## config.mk

```make
export PLATFORM = sky130hd
export DESIGN_NAME = serial_write_buffer
export DESIGN_NICKNAME = d
export VERILOG_FILES = /design/src/rtl/serial_write_buffer.sv
export SDC_FILE = /design/constraint.sdc
export NUM_CORES = 1
export LEC_CHECK = 0
export BUFFER_PORTS_ARGS = -buffer_cell sky130_fd_sc_hd__buf_2
export CORE_UTILIZATION = 54
export DETAILED_ROUTE_END_ITERATION = 6
export GPL_TIMING_DRIVEN = 0
export PLACE_DENSITY = 0.78
export SLEW_MARGIN = 40
export SYNTH_ARGS = -nofsm -noshare
export SYNTH_HDL_FRONTEND = slang
export SYNTH_SLANG_ARGS = --single-unit
```

## constraint.sdc

```tcl
create_clock -name sys_clk -period 2.65 [get_ports sys_clk]
set_input_delay 0.3975 -clock sys_clk [delete_from_list [all_inputs] [get_ports sys_clk]]
set_output_delay 0.3975 -clock sys_clk [all_outputs]
set_load 0.05 [all_outputs]
```

## src/rtl/serial_write_buffer.sv

```systemverilog
// Parallel-to-serial transmit buffer: loads a right-aligned word on start and
// shifts it out MSB-first, one bit per write_sig strobe.
module serial_write_buffer #(
    parameter int   BUF_SIZE = 8,
    parameter logic IDLE_VAL = 1'b0
) (
    input  logic                         sys_clk,
    input  logic                         rst,
    input  logic                         start,
    input  logic                         write_sig,
    input  logic [BUF_SIZE-1:0]          data_in,
    input  logic [$clog2(BUF_SIZE+1)-1:0] write_count,
    output logic                         data_out,
    output logic                         done_sig
);

    localparam int CW = $clog2(BUF_SIZE+1);

    typedef enum logic {
        IDLE  = 1'b0,
        SHIFT = 1'b1
    } state_t;

    state_t              state_q, state_d;
    logic [BUF_SIZE-1:0] sh_q, sh_d;
    logic [CW-1:0]       rem_q, rem_d;
    logic                data_out_q;
    logic                done_q;

    logic [CW-1:0]       eff_n;
    logic [BUF_SIZE-1:0] load_word;

    // Oversized counts are clamped; the load left-justifies the word so the
    // first bit to send always sits at the MSB of the shift register.
    assign eff_n     = (write_count > CW'(BUF_SIZE)) ? CW'(BUF_SIZE) : write_count;
    assign load_word = data_in << (CW'(BUF_SIZE) - eff_n);

    always_comb begin
        state_d = state_q;
        sh_d    = sh_q;
        rem_d   = rem_q;
        case (state_q)
            IDLE: begin
                if (start && (eff_n != '0)) begin
                    state_d = SHIFT;
                    sh_d    = load_word;
                    rem_d   = eff_n;
                end
            end
            SHIFT: begin
                if (write_sig) begin
                    sh_d  = sh_q << 1;
                    rem_d = rem_q - CW'(1);
                    if (rem_q == CW'(1)) begin
                        state_d = IDLE;
                    end
                end
            end
            default: begin
                state_d = IDLE;
            end
        endcase
    end

    // Outputs are registered from next-state values so they change on the
    // same edge as the state they describe.
    always_ff @(posedge sys_clk) begin
        if (!rst) begin
            state_q    <= IDLE;
            sh_q       <= '0;
            rem_q      <= '0;
            data_out_q <= IDLE_VAL;
            done_q     <= 1'b1;
        end else begin
            state_q    <= state_d;
            sh_q       <= sh_d;
            rem_q      <= rem_d;
            data_out_q <= (state_d == SHIFT) ? sh_d[BUF_SIZE-1] : IDLE_VAL;
            done_q     <= (state_d == IDLE);
        end
    end

    assign data_out = data_out_q;
    assign done_sig = done_q;

endmodule
```

* Yosys cells after proc, flatten, opt, wreduce, memory -nomap -nowiden
Index checks and enable logic that the tools add are counted.
Operators by class: muxes and demuxes 11, bitwise logic cells 2, shift operators 1, reduce and logical (&&, ||, !) cells 4, $lt $le $gt $ge 1, add/subtract/negate cells 2, eq/ne operators 3
Operators with widths (count):
- 8-bit 2-to-1 mux | 2
- 8-bit case mux with 2 select lines | 1
- 4-bit 2-to-1 mux | 3
- 4-bit case mux with 2 select lines | 1
- 8-bit by 4-bit << shifter with 8-bit output | 1
- 4-bit by 1-bit == test with 1-bit output, second input constant | 1
- 4-bit > comparator, second input constant | 1
- 2-bit inequality test, second input constant | 2
- 2-bit AND reduction | 2
- 4-bit nonzero test | 1
- 4-bit by 1-bit subtractor with 4-bit output, second input constant | 1
- 4-bit subtractor, first input constant | 1
- 1-bit 2-to-1 mux | 3
- 1-bit NOT | 2
- 1-bit case mux with 2 select lines | 1
- 1-bit logical AND | 1
Word-level totals: register bits after elaboration 15, output and inout port bits 2, logic and storage cells 30

* Longest topological paths before layout
Gate-level depths: netlist (run 1).
word-level depth 7, mapped depth 11

* Worst setup path before layout (run 1)
No wires, ideal clock.
kind in2reg, from input port write_count[0], to register rem_q[1], data arrival time 2.003 ns, stages on the path 11, setup slack 0.507 ns, cell sequence nor2b_2 -> buf_6 -> inv_2 -> ha_1 -> buf_2 -> or3b_1 -> nand2b_1 -> buf_4 -> nand2_1 -> o22ai_1 -> a311oi_1
Between the ends: longest elaborated chain between the ends 6, elaborated cells between the ends (all ways) 8
RTL lines:
- start: declaration | line 12 | input logic [$clog2(BUF_SIZE+1)-1:0] write_count,
- 4-bit > comparator | line 35 | assign eff_n = (write_count > CW'(BUF_SIZE)) ? CW'(BUF_SIZE) : write_count;
- 4-bit 2-to-1 mux (*) | line 35
- 4-bit nonzero test | line 44 | if (start && (eff_n != '0)) begin
- 1-bit logical AND | line 44
- 2-bit inequality test (no source line)
- 2-bit AND reduction (no source line)
- end signal: assignment | line 77 | rem_q <= rem_d;
- end: declaration | line 26 | logic [CW-1:0] rem_q, rem_d;
Every way passes the cells marked *; elsewhere a longest branch is shown, timed or not. The select of a mux whose other input is x is not followed. A chain may end at the register's enable or synchronous reset.

* Worst setup path in the final report (run 1)
Same ends and word-level chain as after synthesis.

==> impl_metrics.py, run 1 <==
metrics = {
    "placed_design": {
        "routabilityCongestion": 0.847,
        "dp_hpwl_mm": 1.87,
        "placedCellCount": 174,
        "place_area_um2": 1130,
        "post-place-ws_ps": 138,
        "port_buffers": 17,
    },
    "synth": {
        "ys_ff_latch": 15,
        "ys.warnings.count": 0,
        "synthAdderAreaFrac_pct": 3.69,
        "netlist_area_um2": 1020,
        "synth_mux_area_share_pct": 9.35,
        "ys_types": 41,
        "syn_inst": 132,
        "synth_top_family_by_area": "compound AO/OA/AOI/OAI gates",
        "avgSynthCellArea_um2": 7.71,
        "synth_edf_count": 0,
        "synthFlopType": "dfxtp_1",
        "synth_compound_area_share_pct": 24.7,
        "ys_seq_area_share_pct": 29.5,
        "synth-xor-area-share_pct": 2.46,
        "synth_nets": 151,
        "async_reset_ff_share_pct": 0,
        "yosys.area_share.simple_pct": 24.6,
    },
    "setup_path": {
        "worst-endpoint-required_ps": 2810,
        "worstSetupPathType": "in2reg",
        "path_cells": "buf_2, nor2b_2, buf_6, inv_2, ha_1, buf_2, or3b_1, nand2b_1, buf_4, nand2_1, o22ai_1, a311oi_1",
        "cp_slowest_stage_delay_ps": 400,
        "r2r-start": "state_q",
        "start_kind": "input port",
        "cp_max_fo": 10,
        "reg2reg_slack_ps": 930,
        "slowest_stage": "or3b_1",
        "cpMostUsedCell": "buf_2",
        "rr_worst_depth": 7,
        "timing.rr.end": "rem_q[0]",
        "arrival_ps": 2410,
        "critPathCaptureType": "flip-flop",
    },
    "global_route": {
        "grt_usage_pct": 27.2,
        "grt_overflow": 0,
        "grt_pass1_vias": 885,
        "antenna_found_initial": 0,
        "grt_pass1_wl_mm": 4.01,
        "grt_start_max_net_pins": 11,
    },
    "hold_path": {
        "min_from": "rst",
        "min_to": "sh_q[3]",
        "min_path_type": "in2reg",
        "whs_path_depth": 3,
    },
    "routing": {
        "routedWlPerCell_um": 13.7,
        "drtPass1Iterations": 4,
        "route.vias.total": 1054,
        "drc": 0,
        "post_drt_via_cell_ratio": 5.92,
        "ant_nets": 0,
        "first_iter_violations": 55,
        "routed_wl_mm": 2.44,
    },
    "timing": {
        "whs_ps": 392,
        "drv_slew": 0,
        "period_minus_slack_ps": 2250,
        "hold_viol": 0,
        "period_share_pct": 84.8,
        "rsz0062_at_grt": "false",
        "tightest_slew_ps": 412,
        "skew_ps": 7.79,
        "tns_ps": 0,
        "slew_headroom_pct": 72.5,
        "fmax_mhz": 445,
        "layout_setup_ws_ps": 402,
        "setup_violations": 0,
    },
    "finish": {
        "finalNetCount": 173,
        "design_area_um2": 1160,
        "insertedDiodeCount": 0,
        "final_core_util_pct": 66.5,
        "syn2layout_area_growth_pct": 14.0,
        "layout-drive-gt1-share_pct": 19.6,
        "final_cells": 178,
    },
    "floorplan": {
        "coreArea_um2": 1750,
        "ios": 18,
        "start_util_pct": 58.3,
        "fp-row-count": 15,
        "fp.dieH_um": 45.4,
        "chipWidth_um": 45.4,
        "die_area_um2": 2060,
    },
    "clock_tree": {
        "clock_sinks": 15,
        "cts_root_buf": "clkbuf_4",
        "cts_resized": 0,
        "htree_levels": 1,
        "holdBufCountCts": 0,
        "clock_latency_ps": 290,
        "cts_tree": "yes",
        "cts_made_buffers": 3,
        "clkSlewWorstSetupHoldPaths_ps": 90,
        "post_cts_buffers": 0,
        "clock_path_buffers": 2,
    },
    "pwr": {
        "total_power_mw": 0.567,
        "vdd_drop_max_v": 0.000241,
        "p_per_area_nw_per_um2": 489,
        "power_leakage_nw": 0.493,
    },
    "job": {
        "maxCapViolCount": 0,
    },
    "outcome": {
        "status": "finished, final reports clean",
    },
}
## routing by layer
| layer | track usage, % | share of wire (%) | up-vias |
|---|---|---|---|
| met5 | 0 | 0 | - |
| met4 | 12.1 | 1.8 | 0 |
| met3 | 4.37 | 4.7 | 5 |
| met2 | 39.7 | 47 | 43 |
| met1 | 39.1 | 47 | 486 |
| li1 | - | - | 520 |
## power by group
part	total [mW]	switching (mW)	internal [mW]
clock	0.137	0.0780	0.0587
combinational	0.171	0.102	0.0693
sequential	0.259	0.0131	0.246
## worst max-delay path by stage
stage	from	to	slack, ps	cells after the start
after floorplan	write_count[0]	rem_q[1]	510	11
after global placement	write_count[0]	rem_q[1]	180	12
after CTS	write_count[0]	rem_q[1]	420	12
after global routing	write_count[0]	rem_q[1]	300	12
final	write_count[0]	rem_q[1]	400	12
after detailed placement	write_count[0]	rem_q[1]	140	12
## state kept, by name (all words and copies together), names as in the netlist
name      cells
data_out      1
rem_q         4
state_q       1
sh_q          8
done_sig      1
## synthesized netlist by cell type (3+ instances only)
cell type | n | area, um2
nand2b_1 | 4 | 25.0
nand2_1 | 21 | 78.8
a21oi_1 | 13 | 65.1
a31oi_1 | 3 | 18.8
nor2_1 | 5 | 18.8
nand3_1 | 7 | 35.0
mux2i_1 | 5 | 50.1
inv_1 | 4 | 15.0
ha_1 | 3 | 37.5
clkbuf_1 | 3 | 11.3
dfxtp_1 | 15 | 300
o21ai_0 | 14 | 70.1
## logic make-up after synthesis
logic type	Yosys count
xor gates and xnor gates	2
muxes	8
AOI/OAI and AO/OA	42
adders and majority gates	3
buffers and inverters	12
and+or+nand+nor	50
DFF	15
## cell type report
cell class / count / area (um2)
multi-input combinational: 105 / 659
fill: 148 / 586
timing repair buffer: 17 / 85.1
buffer: 6 / 35.0
inverter: 6 / 22.5
tap: 25 / 31.3
clock buffer: 4 / 26.3
sequential: 15 / 300
## critical path, delay by kind of cell
family / cells / cell delay [ps]
adders and majority gates: 1 / 160
and+or+nand+nor: 4 / 840
buffers and inverters: 5 / 730
AOI/OAI and AO/OA: 2 / 270
## layout by cell type (no fill, tap or decap), types with 2 or more instances in the layout
cell,n
nor2_1,5
clkbuf_4,3
clkbuf_1,4
o22ai_1,2
ha_1,3
buf_2,18
inv_1,4
o211ai_1,2
nand2b_1,4
nand3_1,7
mux2i_1,5
dfxtp_1,15
o21ai_0,14
a31oi_1,3
nand4_1,2
a21oi_1,13
mux2_2,2
nand2_1,21
and3_1,2
nor3_1,2
(Power assumes the default switching activity.)
==> inputs of run 2 (changes only) <==
--- a/config.mk
+++ b/config.mk
@@ -5,11 +5,12 @@
 export SDC_FILE = /design/constraint.sdc
 export NUM_CORES = 1
 export LEC_CHECK = 0
+export ABC_AREA = 1
 export BUFFER_PORTS_ARGS = -buffer_cell sky130_fd_sc_hd__buf_2
-export CORE_UTILIZATION = 54
+export CORE_UTILIZATION = 49
 export DETAILED_ROUTE_END_ITERATION = 6
 export GPL_TIMING_DRIVEN = 0
-export PLACE_DENSITY = 0.78
+export PLACE_DENSITY = 0.75
 export SLEW_MARGIN = 40
 export SYNTH_ARGS = -nofsm -noshare
 export SYNTH_HDL_FRONTEND = slang
==> constraint.sdc (replaced) <==
create_clock -name sys_clk -period 1.92 [get_ports sys_clk]
set_input_delay 0.288 -clock sys_clk [delete_from_list [all_inputs] [get_ports sys_clk]]
set_output_delay 0.288 -clock sys_clk [all_outputs]
set_load 0.05 [all_outputs]
==> impl_metrics.py, run 2 <==
metrics = {
    "synth": {
        "synth.most_common_cell": "nand2_1",
        "ys_ff_latch": 15,
        "synthFlopType": "dfxtp_1",
        "ys_top_cells_by_count": "41 x nand2_1, 30 x nand3_1, 18 x inv_1",
        "ys_seq_area_share_pct": 28.3,
        "ys.warnings.count": 0,
        "async_reset_ff_share_pct": 0,
        "netlist_area_um2": 1060,
        "avgSynthCellArea_um2": 6.71,
        "syn_inst": 158,
        "synth_top_cell_by_area": "dfxtp_1",
        "synth_edf_count": 0,
        "netlist.area_leader.share_pct": 28.3,
        "synth_nets": 177,
        "ys_types": 25,
        "synthTopCellsByArea": "dfxtp_1 28%, nand2_1 15%, nand3_1 14%",
    },
    "setup_path": {
        "worstSetupPathType": "in2reg",
        "cp_max_fo": 10,
        "arrival_ps": 2030,
        "critPathCaptureType": "flip-flop",
        "start_kind": "input port",
        "worst-endpoint-required_ps": 2160,
    },
    "global_route": {
        "grt_pass1_vias": 921,
        "grt_overflow": 0,
        "grt_usage_pct": 20.1,
        "grt_start_max_net_pins": 11,
        "grt_pass1_wl_mm": 3.69,
        "antenna_found_initial": 0,
    },
    "timing": {
        "period_share_pct": 93.1,
        "tns_ps": 0,
        "rsz0062_at_grt": "true",
        "tightest_slew_ps": 362,
        "slew_headroom_pct": 75.9,
        "hold_viol": 0,
        "period_minus_slack_ps": 1790,
        "fmax_mhz": 559,
        "setup_violations": 0,
        "drv_slew": 0,
        "whs_ps": 250,
        "skew_ps": 2.56,
    },
    "placed_design": {
        "place_area_um2": 1170,
        "dp_hpwl_mm": 1.78,
        "placedCellCount": 201,
        "routabilityCongestion": 0.913,
        "port_buffers": 16,
    },
    "routing": {
        "route.vias.total": 1073,
        "routed_wl_mm": 2.23,
        "first_iter_violations": 15,
        "drc": 0,
        "ant_nets": 0,
        "routedWlPerCell_um": 10.9,
        "drtPass1Iterations": 5,
        "post_drt_via_cell_ratio": 5.23,
    },
    "finish": {
        "layout-drive-gt1-share_pct": 25.8,
        "layout_commonest_cell": "nand2_1",
        "largest_register_ffs": 8,
        "insertedDiodeCount": 0,
        "syn2layout_area_growth_pct": 13.9,
        "layout_common_cells": "40 x nand2_1, 30 x nand3_1, 18 x inv_1",
        "finalNetCount": 198,
        "top_regs": "sh_q x8, rem_q x4",
        "nFillCells": 187,
        "regMostFlops": "sh_q",
        "final_cells": 205,
        "design_area_um2": 1210,
    },
    "pwr": {
        "power_leakage_nw": 0.608,
        "p_per_area_nw_per_um2": 662,
        "total_power_mw": 0.800,
        "vdd_drop_max_v": 0.000463,
    },
    "clock_tree": {
        "clock_sinks": 15,
        "cts_root_buf": "clkbuf_4",
        "cts_tree": "yes",
        "cts_made_buffers": 3,
        "clock_latency_ps": 290,
        "clkSlewWorstSetupHoldPaths_ps": 90,
        "htree_levels": 1,
        "clock_path_buffers": 2,
    },
    "floorplan": {
        "coreArea_um2": 2000,
        "die_area_um2": 2350,
        "fp-row-count": 16,
        "ios": 18,
        "start_util_pct": 52.9,
        "fp.dieH_um": 48.5,
        "chipWidth_um": 48.5,
    },
    "outcome": {
        "status": "finished, final reports clean",
    },
    "job": {
        "maxCapViolCount": 0,
    },
    "hold_path": {
        "min_path_type": "in2reg",
    },
}
==> run 2: layout make-up <==
class,instances,area [um2],area share [%]
multi-input combinational,117,651,53.9
sequential,15,300,24.9
inverter,24,92.6,7.67
timing repair buffer,16,80.1,6.63
tap,27,33.8,2.80
clock buffer,3,22.5,1.87
buffer,2,22.5,1.87
clock inverter,1,5.00,0.415
==> run 2: cell families after synthesis <==
| group | Yosys count | synth area share [%] |
|---|---|---|
| AOI/OAI and AO/OA | 21 | 11.2 |
| xor gates and xnor gates | 2 | 2.36 |
| buffers and inverters | 26 | 10.7 |
| adders and majority gates | 3 | 3.54 |
| DFF | 15 | 28.3 |
| and+or+nand+nor | 91 | 43.8 |
==> run 2: what timing repair did <==
action                     CTS  global route
hold buffers                 0             0
setup buffers                0             0
resized for setup            0             2
setup endpoints to repair    0             8
==> run 2: per-layer routing <==
layer,GRT usage (%),wire length [um],vias to the layer above
li1,-,-,560
met1,24.4,1040,488
met2,34.3,1070,21
met3,5.03,91,4
met4,7.35,29,0
met5,0,0,-
==> run 2: path summary, 6_finish.rpt <==
path	startpoint	cells after the start	slack, ps	end
worst max-delay path	write_count[0]	14	130	data_out
worst min-delay path	rst	3	250	sh_q[7]
worst max register to register	state_q	6	590	sh_q[1]
worst min register to register	rem_q[1]	2	470	rem_q[1]
==> run 2: critical path, cell delays in order <==
cell and delay (ps):
buf_6 120, nor2_4 110, nand2_2 70, nand2_4 110
nand2_4 60, buf_6 150, ha_1 260, xor2_2 360
inv_2 100, nor2_1 110, nand3_1 100, nand3_2 100
nand2_1 50, inv_1 40
==> run 2: report_power, final <==
part | switching, mW | internal (mW) | leakage [nW]
sequential | 0.0160 | 0.338 | 0.123
combinational | 0.169 | 0.0955 | 0.467
clock | 0.104 | 0.0775 | 0.0177
==> run 2: stage by stage <==
step / utilization, % / setup slack (ps)
6_report: 60.3 / 132
2_1_floorplan: - / 32.4
3_3_place_gp: 58.7 / -177
3_5_place_dp: 58.7 / -248
4_1_cts: 60.1 / 58.8
5_1_grt: 60.3 / -12.8
==> inputs of run 3 (changes only) <==
--- a/config.mk
+++ b/config.mk
@@ -11,7 +11,7 @@
 export DETAILED_ROUTE_END_ITERATION = 6
 export GPL_TIMING_DRIVEN = 0
 export PLACE_DENSITY = 0.75
-export SLEW_MARGIN = 40
+export SLEW_MARGIN = 20
 export SYNTH_ARGS = -nofsm -noshare
 export SYNTH_HDL_FRONTEND = slang
 export SYNTH_SLANG_ARGS = --single-unit
==> constraint.sdc (replaced) <==
create_clock -name sys_clk -period 1.92 [get_ports sys_clk]
set_input_delay 0.384 -clock sys_clk [delete_from_list [all_inputs] [get_ports sys_clk]]
set_output_delay 0.384 -clock sys_clk [all_outputs]
set_load 0.05 [all_outputs]
==> impl_metrics.py, run 3 (synthesis results as in run 2) <==
metrics = {
    "global_route": {
        "grt_start_max_net_pins": 11,
        "grt_overflow": 0,
        "grt_usage_pct": 22.6,
        "grt_pass1_vias": 1009,
        "antenna_found_initial": 0,
        "grt_pass1_wl_mm": 4.21,
    },
    "timing": {
        "layout_setup_ws_ps": 187,
        "period_minus_slack_ps": 1730,
        "hold_viol": 0,
        "drv_slew": 0,
        "setup_violations": 0,
        "skew_ps": 4.06,
        "fmax_mhz": 577,
        "rsz0062_at_grt": "false",
        "tightest_slew_ps": 279,
        "whs_ps": 380,
        "slew_headroom_pct": 81.4,
        "period_share_pct": 90.2,
        "tns_ps": 0,
    },
    "clock_tree": {
        "clkSlewWorstSetupHoldPaths_ps": 90,
        "post_cts_buffers": 0,
        "cts_tree": "yes",
        "clock_sinks": 15,
        "cts_resized": 0,
        "clock_path_buffers": 2,
        "cts_made_buffers": 3,
        "cts_root_buf": "clkbuf_4",
        "holdBufCountCts": 0,
        "clock_latency_ps": 280,
        "htree_levels": 1,
    },
    "placed_design": {
        "place_area_um2": 1180,
        "post-place-ws_ps": -177,
        "port_buffers": 16,
        "placedCellCount": 201,
        "dp_hpwl_mm": 1.85,
        "routabilityCongestion": 0.900,
    },
    "setup_path": {
        "r2r-start": "state_q",
        "timing.rr.end": "data_out",
        "reg2reg_slack_ps": 590,
        "start_kind": "input port",
        "arrival_ps": 1950,
        "cp_max_fo": 10,
        "critPathCaptureType": "flip-flop",
        "worstSetupPathType": "in2reg",
        "rr_worst_depth": 7,
        "worst-endpoint-required_ps": 2140,
    },
    "floorplan": {
        "start_util_pct": 52.9,
        "chipWidth_um": 48.5,
        "coreArea_um2": 2000,
        "fp-row-count": 16,
        "die_area_um2": 2350,
        "ios": 18,
        "fp.dieH_um": 48.5,
    },
    "routing": {
        "routed_wl_mm": 2.43,
        "post_drt_via_cell_ratio": 5.35,
        "route.vias.total": 1096,
        "routedWlPerCell_um": 11.9,
        "drc": 0,
        "ant_nets": 0,
        "drtPass1Iterations": 4,
        "first_iter_violations": 25,
    },
    "finish": {
        "top_regs": "sh_q x8, rem_q x4",
        "final_cells": 205,
        "layout-drive-gt1-share_pct": 27.0,
        "finalNetCount": 198,
        "design_area_um2": 1260,
        "regMostFlops": "sh_q",
        "final_core_util_pct": 62.9,
        "layout_commonest_cell": "nand2_1",
        "insertedDiodeCount": 0,
        "layout_common_cells": "40 x nand2_1, 29 x nand3_1, 18 x inv_1",
        "syn2layout_area_growth_pct": 18.8,
        "largest_register_ffs": 8,
    },
    "hold_path": {
        "whs_path_depth": 3,
        "min_to": "sh_q[7]",
        "min_from": "rst",
        "min_path_type": "in2reg",
    },
    "outcome": {
        "status": "finished, final reports clean",
    },
    "pwr": {
        "power_leakage_nw": 0.610,
        "total_power_mw": 0.824,
        "p_per_area_nw_per_um2": 654,
        "vdd_drop_max_v": 0.000486,
    },
    "job": {
        "maxCapViolCount": 0,
    },
}
## run 3: report_power, final
group | internal (mW) | switching, mW
clock | 0.0806 | 0.0983
combinational | 0.107 | 0.183
sequential | 0.338 | 0.0167
## run 3: area by class of cell
| class | instances | area, um2 |
|---|---|---|
| buffer | 2 | 22.5 |
| tap | 27 | 33.8 |
| clock buffer | 4 | 26.3 |
| sequential | 15 | 300 |
| fill | 198 | 743 |
| inverter | 24 | 92.6 |
| multi-input combinational | 117 | 703 |
| timing repair buffer | 16 | 80.1 |
## run 3: worst max path at each step
stage                           to            from  depth (start not counted)  slack, ps
after floorplan            sh_q[4]  write_count[0]                         13         30
final                      sh_q[6]  write_count[2]                         15        190
after global placement     sh_q[4]  write_count[0]                         13       -130
after CTS                 data_out  write_count[2]                         14        110
after detailed placement  data_out  write_count[2]                         14       -180
after global routing       sh_q[6]  write_count[2]                         15         50
## run 3: worst max-delay path: stages
cell	delay, ps
buf_2	100
inv_1	80
nand2_2	90
nand2_4	80
nand2_4	70
buf_6	160
ha_4	190
nand3_2	140
nand3_2	130
nand2_4	90
inv_2	140
nand2_1	70
nand2_1	60
inv_1	40
a21oi_2	110
## run 3: per-layer routing
layer,global-route usage [%],wire [um]
met2,37.8,1180
met5,0,0
met4,5.88,24
met3,5.97,106
met1,28.9,1120
